$ cat src/rtl/prog_sequencer_pkg.sv
// Shared state encoding and opcode constants for the program sequencer and the core's control FSM.
package prog_sequencer_pkg;

    localparam int WORD_W = 16;
    localparam int OPC_W  = 4;
    localparam int OPR_W  = 12;

    typedef enum logic [2:0] {
        S_IDLE      = 3'd0,
        S_ISSUE     = 3'd1,
        S_WAIT      = 3'd2,
        S_STEP_HOLD = 3'd3,
        S_HALT      = 3'd4
    } seq_state_t;

    localparam logic [OPC_W-1:0] OPC_NOP  = 4'h0;
    localparam logic [OPC_W-1:0] OPC_ADD  = 4'h1;
    localparam logic [OPC_W-1:0] OPC_SUB  = 4'h2;
    localparam logic [OPC_W-1:0] OPC_AND  = 4'h3;
    localparam logic [OPC_W-1:0] OPC_OR   = 4'h4;
    localparam logic [OPC_W-1:0] OPC_SHL  = 4'h5;
    localparam logic [OPC_W-1:0] OPC_SHR  = 4'h6;
    localparam logic [OPC_W-1:0] OPC_HALT = 4'hF;

endpackage

$ cat src/rtl/prog_sequencer_prog_mem.sv
// Instruction store: register array with one synchronous write port and one asynchronous read port.
module prog_mem
    import prog_sequencer_pkg::*;
#(
    parameter int DEPTH  = 8,
    parameter int ADDR_W = 3
) (
    input  logic              clk,
    input  logic              we,
    input  logic [ADDR_W-1:0] waddr,
    input  logic [WORD_W-1:0] wdata,
    input  logic [ADDR_W-1:0] raddr,
    output logic [WORD_W-1:0] rdata
);

    logic [WORD_W-1:0] mem [DEPTH];

    always_ff @(posedge clk) begin
        if (we) begin
            mem[waddr] <= wdata;
        end
    end

    assign rdata = mem[raddr];

endmodule

$ cat src/rtl/prog_sequencer.sv
// Program buffer and instruction sequencer feeding the bit-serial core one word at a time.
//
// state     | meaning
// ----------+-----------------------------------------------------------
// IDLE      | accepting program bytes, waiting for run_start
// ISSUE     | one cycle: fetch mem[pc], pulse core or stop on HALT word
// WAIT      | core executing; watchdog counting
// STEP_HOLD | single-step: waiting for btn_edge before next issue
// HALT      | program finished or faulted; run_start restarts at slot 0
module prog_sequencer
    import prog_sequencer_pkg::*;
#(
    parameter int DEPTH   = 8,
    parameter int ADDR_W  = 3,
    parameter int TIMEOUT = 64
) (
    input  logic              clk,
    input  logic              rst_n,
    input  logic              load_valid,
    input  logic [7:0]        load_byte,
    output logic              load_ready,
    input  logic              prog_clear,
    input  logic              run_start,
    input  logic              step_mode,
    input  logic              btn_edge,
    input  logic              core_done,
    output logic [OPC_W-1:0]  opcode,
    output logic [OPR_W-1:0]  instr,
    output logic              inst_done,
    output logic [ADDR_W-1:0] pc,
    output logic [ADDR_W:0]   count,
    output logic              busy,
    output logic              fault
);

    localparam int CNT_W = ADDR_W + 1;
    localparam int WD_W  = $clog2(TIMEOUT + 1);
    localparam logic [WD_W-1:0]  WD_TC     = WD_W'(TIMEOUT - 1);
    localparam logic [CNT_W-1:0] CNT_DEPTH = CNT_W'(DEPTH);

    seq_state_t        state, state_nx;
    logic [ADDR_W-1:0] pc_nx;
    logic [CNT_W-1:0]  count_nx;
    logic              byte_phase, phase_nx;
    logic [7:0]        hi_byte, hi_nx;
    logic [WD_W-1:0]   wd_cnt, wd_nx;
    logic              fault_nx;
    logic [OPC_W-1:0]  opcode_nx;
    logic [OPR_W-1:0]  instr_nx;
    logic              done_nx, busy_nx, ready_nx;
    logic              mem_we;
    logic [WORD_W-1:0] mem_word;
    logic              last_slot;

    prog_mem #(
        .DEPTH  (DEPTH),
        .ADDR_W (ADDR_W)
    ) u_prog_mem (
        .clk   (clk),
        .we    (mem_we),
        .waddr (count[ADDR_W-1:0]),
        .wdata ({hi_byte, load_byte}),
        .raddr (pc),
        .rdata (mem_word)
    );

    assign last_slot = ({1'b0, pc} == (count - CNT_W'(1)));

    always_ff @(posedge clk or negedge rst_n) begin
        if (!rst_n) begin
            state      <= S_IDLE;
            pc         <= '0;
            count      <= '0;
            byte_phase <= 1'b0;
            hi_byte    <= '0;
            wd_cnt     <= '0;
            fault      <= 1'b0;
            opcode     <= '0;
            instr      <= '0;
            inst_done  <= 1'b0;
            busy       <= 1'b0;
            load_ready <= 1'b1;
        end else begin
            state      <= state_nx;
            pc         <= pc_nx;
            count      <= count_nx;
            byte_phase <= phase_nx;
            hi_byte    <= hi_nx;
            wd_cnt     <= wd_nx;
            fault      <= fault_nx;
            opcode     <= opcode_nx;
            instr      <= instr_nx;
            inst_done  <= done_nx;
            busy       <= busy_nx;
            load_ready <= ready_nx;
        end
    end

    always_comb begin
        state_nx  = state;
        pc_nx     = pc;
        count_nx  = count;
        phase_nx  = byte_phase;
        hi_nx     = hi_byte;
        wd_nx     = wd_cnt;
        fault_nx  = fault;
        opcode_nx = opcode;
        instr_nx  = instr;
        done_nx   = 1'b0;
        mem_we    = 1'b0;

        if (prog_clear) begin
            // Abandons any in-flight core op silently; the core is never told.
            state_nx  = S_IDLE;
            pc_nx     = '0;
            count_nx  = '0;
            phase_nx  = 1'b0;
            wd_nx     = '0;
            fault_nx  = 1'b0;
            opcode_nx = '0;
            instr_nx  = '0;
        end else begin
            case (state)
                S_IDLE: begin
                    if (run_start) begin
                        phase_nx = 1'b0;
                        if (count != '0) begin
                            pc_nx    = '0;
                            state_nx = S_ISSUE;
                        end
                    end else if (load_valid && load_ready) begin
                        if (!byte_phase) begin
                            hi_nx    = load_byte;
                            phase_nx = 1'b1;
                        end else begin
                            mem_we   = 1'b1;
                            count_nx = count + CNT_W'(1);
                            phase_nx = 1'b0;
                        end
                    end
                end
                S_ISSUE: begin
                    if (mem_word[15:12] == OPC_HALT) begin
                        state_nx = S_HALT;
                    end else begin
                        opcode_nx = mem_word[15:12];
                        instr_nx  = mem_word[11:0];
                        done_nx   = 1'b1;
                        wd_nx     = '0;
                        state_nx  = S_WAIT;
                    end
                end
                S_WAIT: begin
                    if (core_done) begin
                        if (last_slot) begin
                            state_nx = S_HALT;
                        end else begin
                            pc_nx    = pc + ADDR_W'(1);
                            state_nx = step_mode ? S_STEP_HOLD : S_ISSUE;
                        end
                    end else if (wd_cnt == WD_TC) begin
                        fault_nx = 1'b1;
                        state_nx = S_HALT;
                    end else begin
                        wd_nx = wd_cnt + WD_W'(1);
                    end
                end
                S_STEP_HOLD: begin
                    if (btn_edge || !step_mode) begin
                        state_nx = S_ISSUE;
                    end
                end
                S_HALT: begin
                    if (run_start) begin
                        pc_nx    = '0;
                        fault_nx = 1'b0;
                        state_nx = S_ISSUE;
                    end
                end
                default: state_nx = S_IDLE;
            endcase
        end

        busy_nx  = (state_nx == S_ISSUE) || (state_nx == S_WAIT) || (state_nx == S_STEP_HOLD);
        ready_nx = (state_nx == S_IDLE) && (count_nx < CNT_DEPTH);
    end

endmodule

$ cat config.mk
export PLATFORM = sky130hd
export DESIGN_NAME = prog_sequencer
export DESIGN_NICKNAME = d
export VERILOG_FILES = /design/src/rtl/prog_sequencer_pkg.sv /design/src/rtl/prog_sequencer_prog_mem.sv /design/src/rtl/prog_sequencer.sv
export SDC_FILE = /design/constraint.sdc
export NUM_CORES = 1
export LEC_CHECK = 0
export CAP_MARGIN = 20
export CELL_PAD_IN_SITES_DETAIL_PLACEMENT = 0
export CELL_PAD_IN_SITES_GLOBAL_PLACEMENT = 1
export CORE_MARGIN = 3
export CORE_UTILIZATION = 40
export CTS_CLUSTER_SIZE = 14
export DETAILED_ROUTE_END_ITERATION = 7
export GPL_ROUTABILITY_DRIVEN = 0
export HOLD_SLACK_MARGIN = 0.06
export PLACE_DENSITY = 0.68
export SLEW_MARGIN = 40
export SYNTH_ARGS = -nofsm -noshare
export SYNTH_HDL_FRONTEND = slang
export SYNTH_SLANG_ARGS = --single-unit
$ cat constraint.sdc
create_clock -name clk -period 7.9 [get_ports clk]
set_clock_uncertainty 0.15 [all_clocks]
set_input_delay 1.58 -clock clk [delete_from_list [all_inputs] [get_ports clk]]
set_output_delay 1.58 -clock clk [all_outputs]
set_load 0.005 [all_outputs]
* Word-level counts from Yosys, hierarchy flattened
Memory sizes are Yosys's and may differ from the RTL's. Index checks and enable logic that the tools add are counted.
Word-level totals: RAM bits 128, memories kept 1, bits in registers 46, word-level logic and storage cells 116, output and inout bits 27, input bits 16
Cells by class: add/sub/neg operators 4, muxes and demuxes 54, reduce and logical (&&, ||, !) cells 21, magnitude comparators 1, eq/ne operators 20, bitwise operators 3
Memory list:
- u_prog_mem.mem | words 8, width 16, read ports 1, clocked after Yosys merged registers in 0, write ports 1, line prog_sequencer_prog_mem.sv:16 | logic [WORD_W-1:0] mem [DEPTH];
Operator list (count):
- $mux 3 | 15
- $mux 12 | 3
- $mux 4 | 8
- $mux 7 | 4
- $ne 3x3->1 const B | 9
- $mux 1 | 19
- $pmux 3 s5 | 1
- $pmux 7 s2 | 1
- $eq 3x2->1 const B | 4
- $pmux 3 s3 | 1
- $reduce_bool 3->1 | 3
- $reduce_and 4->1 | 2
- $reduce_bool 4->1 | 2
- $add 7x1->7 const B | 1
- $eq 7x6->1 const B | 1
- $eq 3x1->1 const B | 2
- $logic_not 3->1 | 2
- $reduce_and 6->1 | 1
- $reduce_and 5->1 | 1
- $add 4x1->4 const B | 1
- $eq 3x4->1 | 1
- $eq 4x4->1 const B | 1
- $lt 4x4->1 const B | 1
- $reduce_and 2->1 | 2
- other kinds (11) | 17

* Longest topological paths before layout
Gate-level depths: netlist of the first run.
depth in word-level cells 9, gate-level depth with buffers 8, depth with buffers taken out 7

* By module
Synthesis of the first run repeated with hierarchy kept, for this count alone.
Second synthesis, totals: cells, all modules 428, area, all modules 7239.4 µm²
By module, submodules not included:
- prog_mem | area an instance 4973.5 µm², seq. area each 3843.7 µm², instances 1, cells each 198
- prog_sequencer | area an instance 2265.9 µm², seq. area each 1152.4 µm², instances 1, cells each 230

* Least setup slack after synthesis of the first run
Ideal clock, no wire load.
kind input port to flip-flop, start point input port run_start, end point memory u_prog_mem.mem[1][0] (enable), arrival time 3514 ps, required time 7341 ps, path buffers 0, library setup time 409 ps, stages 5, path slack 3826 ps, cell sequence nand3b_1 nor2_1 nand2_1 or3_1 nor3_1
On the way: word-level cells in the longest chain between the ends 5
Ends and longest elaborated chain:
- start: declaration | line prog_sequencer.sv:23 | input logic run_start,
- $mux 1 | line prog_sequencer.sv:125 | if (run_start) begin
- $mux 1 | line prog_sequencer.sv:123 | case (state)
- $mux 1 | line prog_sequencer.sv:112 | if (prog_clear) begin
- $mux 1 | line prog_sequencer_prog_mem.sv:19 | if (we) begin
- $mux 1 (implied by the code) | line prog_sequencer_prog_mem.sv:20 | mem[waddr] <= wdata;
- end: declaration | line prog_sequencer_prog_mem.sv:16
Every way passes these cells.

* Final worst setup path of the first run
start point register pc[0], end point output port pc[0]
RTL lines:
- start: declaration | line prog_sequencer.sv:30 | output logic [ADDR_W-1:0] pc,
- start signal: assignment | line prog_sequencer.sv:85 | pc <= pc_nx;
No word-level cell between the ends.

==> results of run 1 <==
==> kinds of logic after synthesis <==
group                      after synthesis  share of synthesized area
AOI/OAI and AO/OA                       52                    0.05021
xor gates and xnor gates                 7                   0.008603
adders and majority gates                5                   0.008778
buffers and inverters                   29                    0.01879
DFF                                    174                     0.7010
muxes                                   58                     0.1412
and+or+nand+nor                        102                    0.07146
==> where the power goes <==
group	total [mW]	switching, mW	internal [mW]
Clock	0.859	0.353	0.506
Combinational	0.0501	0.0264	0.0237
Sequential	1.05	0.0270	1.02
Total	1.95	0.406	1.55
==> Yosys cell counts, types with 2 or more instances <==
master and n:
nor2_1 36, a31oi_1 2, nand2b_1 5, and3b_1 2, nand2_1 20, mux4_2 28
buf_6 2, xnor2_1 6, o21a_1 2, nor4b_1 2, a211oi_1 16, or4_1 3
a21oi_1 7, nand3_1 5, or3_1 5, nand3b_1 3, ha_1 5, or4b_1 2
mux2_2 8, nor4_1 2, nor2b_1 3, o22ai_1 2, clkbuf_1 10, edfxtp_1 128
inv_1 8, o311ai_0 2, o21ai_0 11, a41oi_1 2, dfrtp_1 45, mux2i_1 18
mux4_1 4, nor3_1 10, buf_2 8
==> area by class of cell <==
cell class	count	share of cell area
Sequential cell	174	0.5913
Clock buffer	19	0.05122
Timing Repair Buffer	55	0.06070
Inverter	9	0.003997
Clock inverter	13	0.02087
Multi-Input combinational cell	224	0.2386
Tap cell	225	0.03331
==> through the flow <==
stage / instances / utilization / setup slack [ns] / cell area, sq um
6_report: 719 / 0.4870 / 3.903 / 8452
3_3_place_gp: 687 / 0.4513 / 3.993 / 7833
3_5_place_dp: 687 / 0.4516 / 3.949 / 7838
5_1_grt: 719 / 0.4870 / 3.744 / 8452
2_1_floorplan: 427 / - / 3.826 / 7127
4_1_cts: 719 / 0.4867 / 3.830 / 8447
==> worst max path at each step <==
stage / startpoint / end / slack [ns]
after floorplan: run_start / u_prog_mem.mem[1][0]$_DFFE_PP_ / 3.83
after global placement: run_start / u_prog_mem.mem[5][8]$_DFFE_PP_ / 3.99
after detailed placement: run_start / u_prog_mem.mem[5][5]$_DFFE_PP_ / 3.95
after CTS: pc[0]$_DFFE_PN0P_ / pc[0] / 3.83
after global routing: pc[0]$_DFFE_PN0P_ / pc[0] / 3.74
final: pc[0]$_DFFE_PN0P_ / pc[0] / 3.90
==> state kept, by name, summed over array words and instances (netlist names), 3 cells and up <==
name / flops
wd_cnt: 7
state: 3
pc: 3
instr: 12
count: 4
u_prog_mem.mem: 128
opcode: 4
hi_byte: 8
==> worst max-delay path, stage by stage, from the launching register on <==
cell and delay [ns]:
dfrtp_2 0.80, buf_4 0.47, clkdlybuf4s50_1 0.58
==> per-layer routing <==
metal  share of wire  global-route usage  vias up
li1                -                   -     1792
met1            0.47              0.2193     2029
met4           0.012             0.04943        0
met2            0.49              0.2407       77
met5               0                   0        -
met3           0.033             0.02818       14
==> metrics.yaml, run 1 <==
critical_path:
  reg2regPathDepth: 7
  start_kind: "flop"
  worst_ep_arrival_time_ns: 2.27
  rrSetupSlack_ns: 4.47
  worstSetupPathType: "flop to output pin"
  path_max_fanout: 20
  r2r-end: "instr[8]$_DFFE_PN0P_"
  r2r_start: "pc[0]$_DFFE_PN0P_"
  critPathRequiredTime_ns: 6.17
  end_kind: "output pin"
hold_path:
  min_path_type: "flop to flop"
  holdPathStages: 2
  min_to: "fault$_DFFE_PN0P_"
  hp-start: "fault$_DFFE_PN0P_"
timing:
  setup_viol: 0
  fmax_mhz: 250.2
  finalMaxSlewViolations: 0
  slew_headroom: 0.4815
  worst_slew_pin_slew_ns: 0.7729
  hold_viol_final: 0
  grt_setup_unrepaired: "no"
  period_share: 0.5059
  final.min_clock_period_ns: 3.997
  whs_ns: 0.3974
  setup_tns_ns: 0
global_routing:
  grt_use_total: 0.1535
  grt_pass1_vias: 3958
  grt_max_degree: 47
  grt_pass1_wl_um: 22700
  antenna_found_initial: 0
  overflow: 0
floorplan:
  dieHeight_um: 139.5
  fp.dieArea_sq_um: 19450
  fp.dieW_um: 139.5
  io_pins: 43
  fp-row-count: 48
  initial_core_util: 0.4106
  core_area_sq_um: 17360
logic_synthesis:
  synth_top_area_cell: "edfxtp_1"
  synth_cell_type_count: 48
  synth_warnings: 0
  synth_top_flop_cell: "edfxtp_1"
  yosysTopAreaCellShare: 0.5393
  ys_async_sr_fraction: 0.2644
  syn_inst: 427
  syn-num-nets: 448
  synth_area_sq_um: 7127
  synth_area_leaders: "edfxtp_1, dfrtp_1, mux4_2"
  synth.avg_cell_area_sq_um: 16.69
  synth_edf_count: 128
  ys_seq_area_frac: 0.7010
  ys_seq_elements: 174
cts:
  cts_tree: "built"
  clkTransAtPathRegs_ns: 0.07
  cts_resized: 0
  cts_hold_buf: 0
  cts.htree.levels: 4
  clk_path_buf_depth: 2
  numClockSinks: 174
  numCtsBuffers: 17
  post_cts_buffers: 0
  cts-root-buf: "clkbuf_16"
  worstSkewPairLatency_ns: 0.42
run:
  maxCapViolCount: 0
place:
  hpwl_um: 8942
  port_buffers: 42
final_layout:
  nets: 502
  multiInputGateArea_sq_um: 2017
  syn_to_final_growth_pct: 18.59
  final_cell_mix: "edfxtp_1, dfrtp_1, clkdlybuf4s50_1, nor2_1, mux4_2"
  ff_latch_area_sq_um: 4997
  fillerInstances: 1453
  num_antenna_cells: 0
  drive_gt1_frac: 0.1761
  final_common_cell: "edfxtp_1"
detailed_routing:
  drt_wl_total_um: 14250
  ant_nets: 0
  remaining_drc_errors: 0
  first_pass_iters: 4
  vias_per_cell: 5.441
  vias: 3912
  wl_per_cell_um: 19.81
  drtIter0Drc: 185
power_and_ir_drop:
  power_density_nw_per_um2: 231.3
  ir_drop_v: 0.0001576
  finalPower_mw: 1.955
  leakage_nw: 2.921
run_status:
  outcome: "finished, final reports clean"
(Power assumes the default switching activity.)
==> inputs of run 2 (changes only) <==
Clock period 7.9 ns to 3.77 ns, I/O delays scaled along.
==> metrics.yaml, run 2 (synthesis results as in run 1) <==
timing:
  hold_viol_final: 0
  setup_tns_ns: 0
  final.min_clock_period_ns: 2.928
  period_share: 0.7767
  whs_ns: 0.1215
  grt_setup_unrepaired: "no"
  finalMaxSlewViolations: 0
  setup_viol: 0
  fmax_mhz: 341.5
  worst_slew_pin_slew_ns: 0.8037
  slew_headroom: 0.4642
global_routing:
  overflow: 0
  grt_pass1_wl_um: 22980
  grt_pass1_vias: 3979
  antenna_found_initial: 0
  grt_use_total: 0.1557
  grt_max_degree: 39
final_layout:
  nets: 503
  reg_top3: "u_prog_mem.mem: 128 flops, instr: 12 flops, hi_byte: 8 flops"
  final_cell_mix: "edfxtp_1, dfrtp_1, clkdlybuf4s50_1, nor2_1, mux4_2"
  num_antenna_cells: 0
  final_common_cell: "edfxtp_1"
  largest_register_ffs: 128
  fillerInstances: 1456
  drive_gt1_frac: 0.1737
  syn_to_final_growth_pct: 18.36
  regMostFlops: "u_prog_mem.mem"
floorplan:
  fp-row-count: 48
  core_area_sq_um: 17360
  initial_core_util: 0.4106
  fp.dieArea_sq_um: 19450
  fp.dieW_um: 139.5
  io_pins: 43
  dieHeight_um: 139.5
place:
  hpwl_um: 9838
  port_buffers: 42
cts:
  numClockSinks: 174
  clk_path_buf_depth: 2
  cts_tree: "built"
  cts.htree.levels: 4
  post_cts_buffers: 0
  clkTransAtPathRegs_ns: 0.07
  cts_resized: 0
  cts-root-buf: "clkbuf_16"
  cts_hold_buf: 0
  worstSkewPairLatency_ns: 0.42
  numCtsBuffers: 17
detailed_routing:
  vias: 3876
  wl_per_cell_um: 20.00
  drtIter0Drc: 284
  vias_per_cell: 5.383
  remaining_drc_errors: 0
  drt_wl_total_um: 14400
  first_pass_iters: 5
  ant_nets: 0
run_status:
  outcome: "finished, final reports clean"
critical_path:
  path_max_fanout: 38
  start_kind: "flop"
  worst_ep_arrival_time_ns: 3.09
  worstSetupPathType: "flop to flop"
  crit_buf_inv: 1
  rrSetupSlack_ns: 0.84
  slowest_stage: "dfrtp_2"
  critPathRequiredTime_ns: 3.93
  end_kind: "flop"
  worst_path_largest_cell_delay_ns: 0.83
  crit_family: "multiplexers"
  path_cells: "mux4_2 > mux2i_1 > o41a_1 > buf_4 > o21ai_0 > and3b_1"
hold_path:
  min_path_type: "input port to async pin"
power_and_ir_drop:
  ir_drop_v: 0.0004418
  power_density_nw_per_um2: 477.2
  leakage_nw: 2.913
run:
  maxCapViolCount: 0
run 2: cell types whose count changed in the layout (fill, tap and decap cells not counted):
| cell | before | now |
|---|---|---|
| bufinv_16 | 3 | 2 |
| buf_4 | 13 | 15 |
| clkbuf_8 | 0 | 1 |
| clkinv_1 | 1 | 2 |
| buf_2 | 1 | 0 |
| clkbuf_1 | 2 | 3 |
| clkinv_4 | 3 | 2 |
| inv_6 | 5 | 4 |
run 2: power by group:
group,internal [mW],switching [mW],leakage [nW]
Clock,1.01,0.714,0.286
Sequential,2.14,0.0636,1.77
Combinational,0.0500,0.0566,0.855
run 2: area by class of cell:
| type | instances | area [sq um] | area share |
|---|---|---|---|
| Clock buffer | 21 | 450.4 | 0.05340 |
| Clock inverter | 11 | 132.6 | 0.01572 |
| Inverter | 9 | 33.78 | 0.004005 |
| Multi-Input combinational cell | 224 | 2017 | 0.2391 |
| Sequential cell | 174 | 4997 | 0.5924 |
| Tap cell | 225 | 281.5 | 0.03337 |
| Timing Repair Buffer | 56 | 523.0 | 0.06200 |
run 2: metrics by stage:
| stage | setup slack, ns | power [mW] | cell area (sq um) | instances | util |
|---|---|---|---|---|---|
| 6_report | 0.8417 | 4.025 | 8436 | 720 | 0.4860 |
| 2_1_floorplan | 0.5224 | 2.260 | 7127 | 427 | - |
| 5_1_grt | 0.5387 | 4.170 | 8436 | 720 | 0.4860 |
| 4_1_cts | 0.7994 | 4.071 | 8428 | 720 | 0.4856 |
| 3_5_place_dp | 0.6349 | 2.349 | 7845 | 688 | 0.4520 |
| 3_3_place_gp | 0.6929 | 2.342 | 7840 | 688 | 0.4517 |
run 2: path summary, 6_finish.rpt:
check                                   from                endpoint  cells past startpoint
max in group asynchronous              rst_n  hi_byte[7]$_DFFE_PN0P_                      2
min                                    rst_n      state[2]$_DFF_PN0_                      1
min in group clk           fault$_DFFE_PN0P_       fault$_DFFE_PN0P_                      2
max reg2reg                pc[0]$_DFFE_PN0P_   wd_cnt[6]$_DFFE_PN0P_                      6
min reg2reg                fault$_DFFE_PN0P_       fault$_DFFE_PN0P_                      2
max                        pc[0]$_DFFE_PN0P_   wd_cnt[6]$_DFFE_PN0P_                      6
run 2: metal layers:
layer / up-vias / global-route usage / part of all wire
li1: 1801 / - / -
met1: 1984 / 0.2318 / 0.48
met2: 78 / 0.2275 / 0.46
met3: 13 / 0.04021 / 0.045
met4: 0 / 0.04634 / 0.011
met5: - / 0 / 0
run 2: worst register-to-register path, cell delays in order (launching register included):
cell and delay (ns):
dfrtp_2 0.83, mux4_2 0.61, mux2i_1 0.35, o41a_1 0.23
buf_4 0.33, o21ai_0 0.12, and3b_1 0.20
==> inputs of run 3 (changes only) <==
Settings changed: PLACE_DENSITY 0.68 to 0.7.
Clock period 3.77 ns to 2.62 ns, I/O delays scaled along.
==> metrics.yaml, run 3 (synthesis results as in run 1) <==
final_layout:
  syn_to_final_growth_pct: 23.79
  final_cell_mix: "edfxtp_1, dfrtp_1, clkdlybuf4s50_1, buf_4, nor2_1"
  regMostFlops: "u_prog_mem.mem"
  reg_top3: "u_prog_mem.mem: 128 flops, instr: 12 flops, hi_byte: 8 flops"
  drive_gt1_frac: 0.2358
  final_common_cell: "edfxtp_1"
  nets: 538
  largest_register_ffs: 128
  num_antenna_cells: 0
  fin_cells: 755
hold_path:
  min_to: "wd_cnt[6]$_DFFE_PN0P_"
  holdPathStages: 1
  hp-start: "wd_cnt[6]$_DFFE_PN0P_"
  min_path_type: "flop to flop"
run:
  maxCapViolCount: 0
critical_path:
  worst_ep_arrival_time_ns: 2.74
  r2r_start: "pc[0]$_DFFE_PN0P_"
  end_kind: "flop"
  r2r-end: "wd_cnt[4]$_DFFE_PN0P_"
  path_max_fanout: 6
  reg2regPathDepth: 7
  critPathRequiredTime_ns: 2.81
  worstSetupPathType: "flop to flop"
  rrSetupSlack_ns: 0.07
  start_kind: "flop"
run_status:
  outcome: "finished, final reports clean"
cts:
  cts-root-buf: "clkbuf_16"
  worstSkewPairLatency_ns: 0.43
  cts.htree.levels: 4
  cts_tree: "built"
  clk_path_buf_depth: 2
  clkTransAtPathRegs_ns: 0.07
  numClockSinks: 174
  numCtsBuffers: 17
power_and_ir_drop:
  sw_frac_of_total: 0.2259
  power.switching_mw: 1.326
  comb_power_share: 0.029
  ir_drop_v: 0.0004320
  power_density_nw_per_um2: 665.3
  intPower_mw: 4.544
  p_clk_frac: 0.432
  leakage_nw: 3.129
  p_seq_frac: 0.539
timing:
  timing.final.ws_setup_ns: 0.06916
  setup_viol: 0
  hold_viol_final: 0
  setup_tns_ns: 0
  fmax_mhz: 392.0
  grt_setup_unrepaired: "no"
  whs_ns: 0.3997
  worst_slew_pin_slew_ns: 0.7511
  finalMaxSlewViolations: 0
  final.min_clock_period_ns: 2.551
  slew_headroom: 0.4992
  period_share: 0.9736
place:
  place_ws_ns: -0.1323
  dpl.cell_count: 717
  port_buffers: 42
  hpwl_um: 10400
detailed_routing:
  vias: 4010
  drt_wl_total_um: 15080
  vias_per_cell: 5.311
  ant_nets: 0
  first_pass_iters: 5
  drtIter0Drc: 321
  wl_per_cell_um: 19.97
  remaining_drc_errors: 0
floorplan:
  fp.dieArea_sq_um: 19450
  initial_core_util: 0.4106
  core_area_sq_um: 17360
  fp-row-count: 48
  fp.dieW_um: 139.5
  dieHeight_um: 139.5
  io_pins: 43
global_routing:
  grt_pass1_vias: 3973
  grt_use_total: 0.1602
  antenna_found_initial: 0
  overflow: 0
  grt_pass1_wl_um: 23630
  grt_max_degree: 39
## run 3: how the worst max path moves through the flow
stage,start,to,cells past startpoint
floorplan,state[2]$_DFF_PN0_,u_prog_mem.mem[5][0]$_DFFE_PP_,5
global placement,run_start,u_prog_mem.mem[1][1]$_DFFE_PP_,7
detailed placement,run_start,u_prog_mem.mem[1][2]$_DFFE_PP_,7
CTS,pc[0]$_DFFE_PN0P_,wd_cnt[4]$_DFFE_PN0P_,6
global route,pc[0]$_DFFE_PN0P_,instr[8]$_DFFE_PN0P_,8
finish,pc[0]$_DFFE_PN0P_,wd_cnt[4]$_DFFE_PN0P_,7
## run 3: area by class of cell
cell class                      instances  area (sq um)
Sequential cell                       174          5000
Tap cell                              225         281.5
Clock inverter                         14         165.2
Multi-Input combinational cell        224          2017
Inverter                                9         33.78
Fill cell                            1417          8534
Timing Repair Buffer                   91         885.9
Clock buffer                           18         439.2
## run 3: per-layer routing
metal | up-vias | share of wire | GRT usage
li1 | 1865 | - | -
met1 | 2031 | 0.47 | 0.2477
met2 | 105 | 0.46 | 0.2300
met3 | 9 | 0.053 | 0.02784
met4 | 0 | 0.0092 | 0.05561
met5 | - | 0 | 0
## run 3: per-stage QoR
stage	util	power, mW	instance area, sq um
detailed placement	0.4694	3.399	8148
CTS	0.5053	5.935	8770
global route	0.5083	6.076	8822
floorplan	-	3.253	7139
finish	0.5083	5.869	8822
global placement	0.4694	3.385	8148
## run 3: power by group through the flow
stage	registers, mW	logic (mW)	clock network [mW]
detailed placement	3.23	0.171	0
global route	3.18	0.190	2.71
global placement	3.22	0.166	0
floorplan	3.18	0.0745	0
finish	3.16	0.171	2.54
CTS	3.17	0.173	2.59
## run 3: critical path: stages (launching register included)
cell and delay, ns:
dfrtp_4 0.49, buf_12 0.15, mux4_2 0.34, mux2i_2 0.10, o41a_1 0.46, buf_4 0.17
or4b_1 0.50, o21ai_0 0.10
## run 3: repair_timing
item,4_1_cts,5_1_grt
hold buffers,1,0
setup endpoints to repair,16,16
buffers inserted,1,4
hold endpoints to repair,26,0
pin swaps,1,1
gates resized for setup,0,3
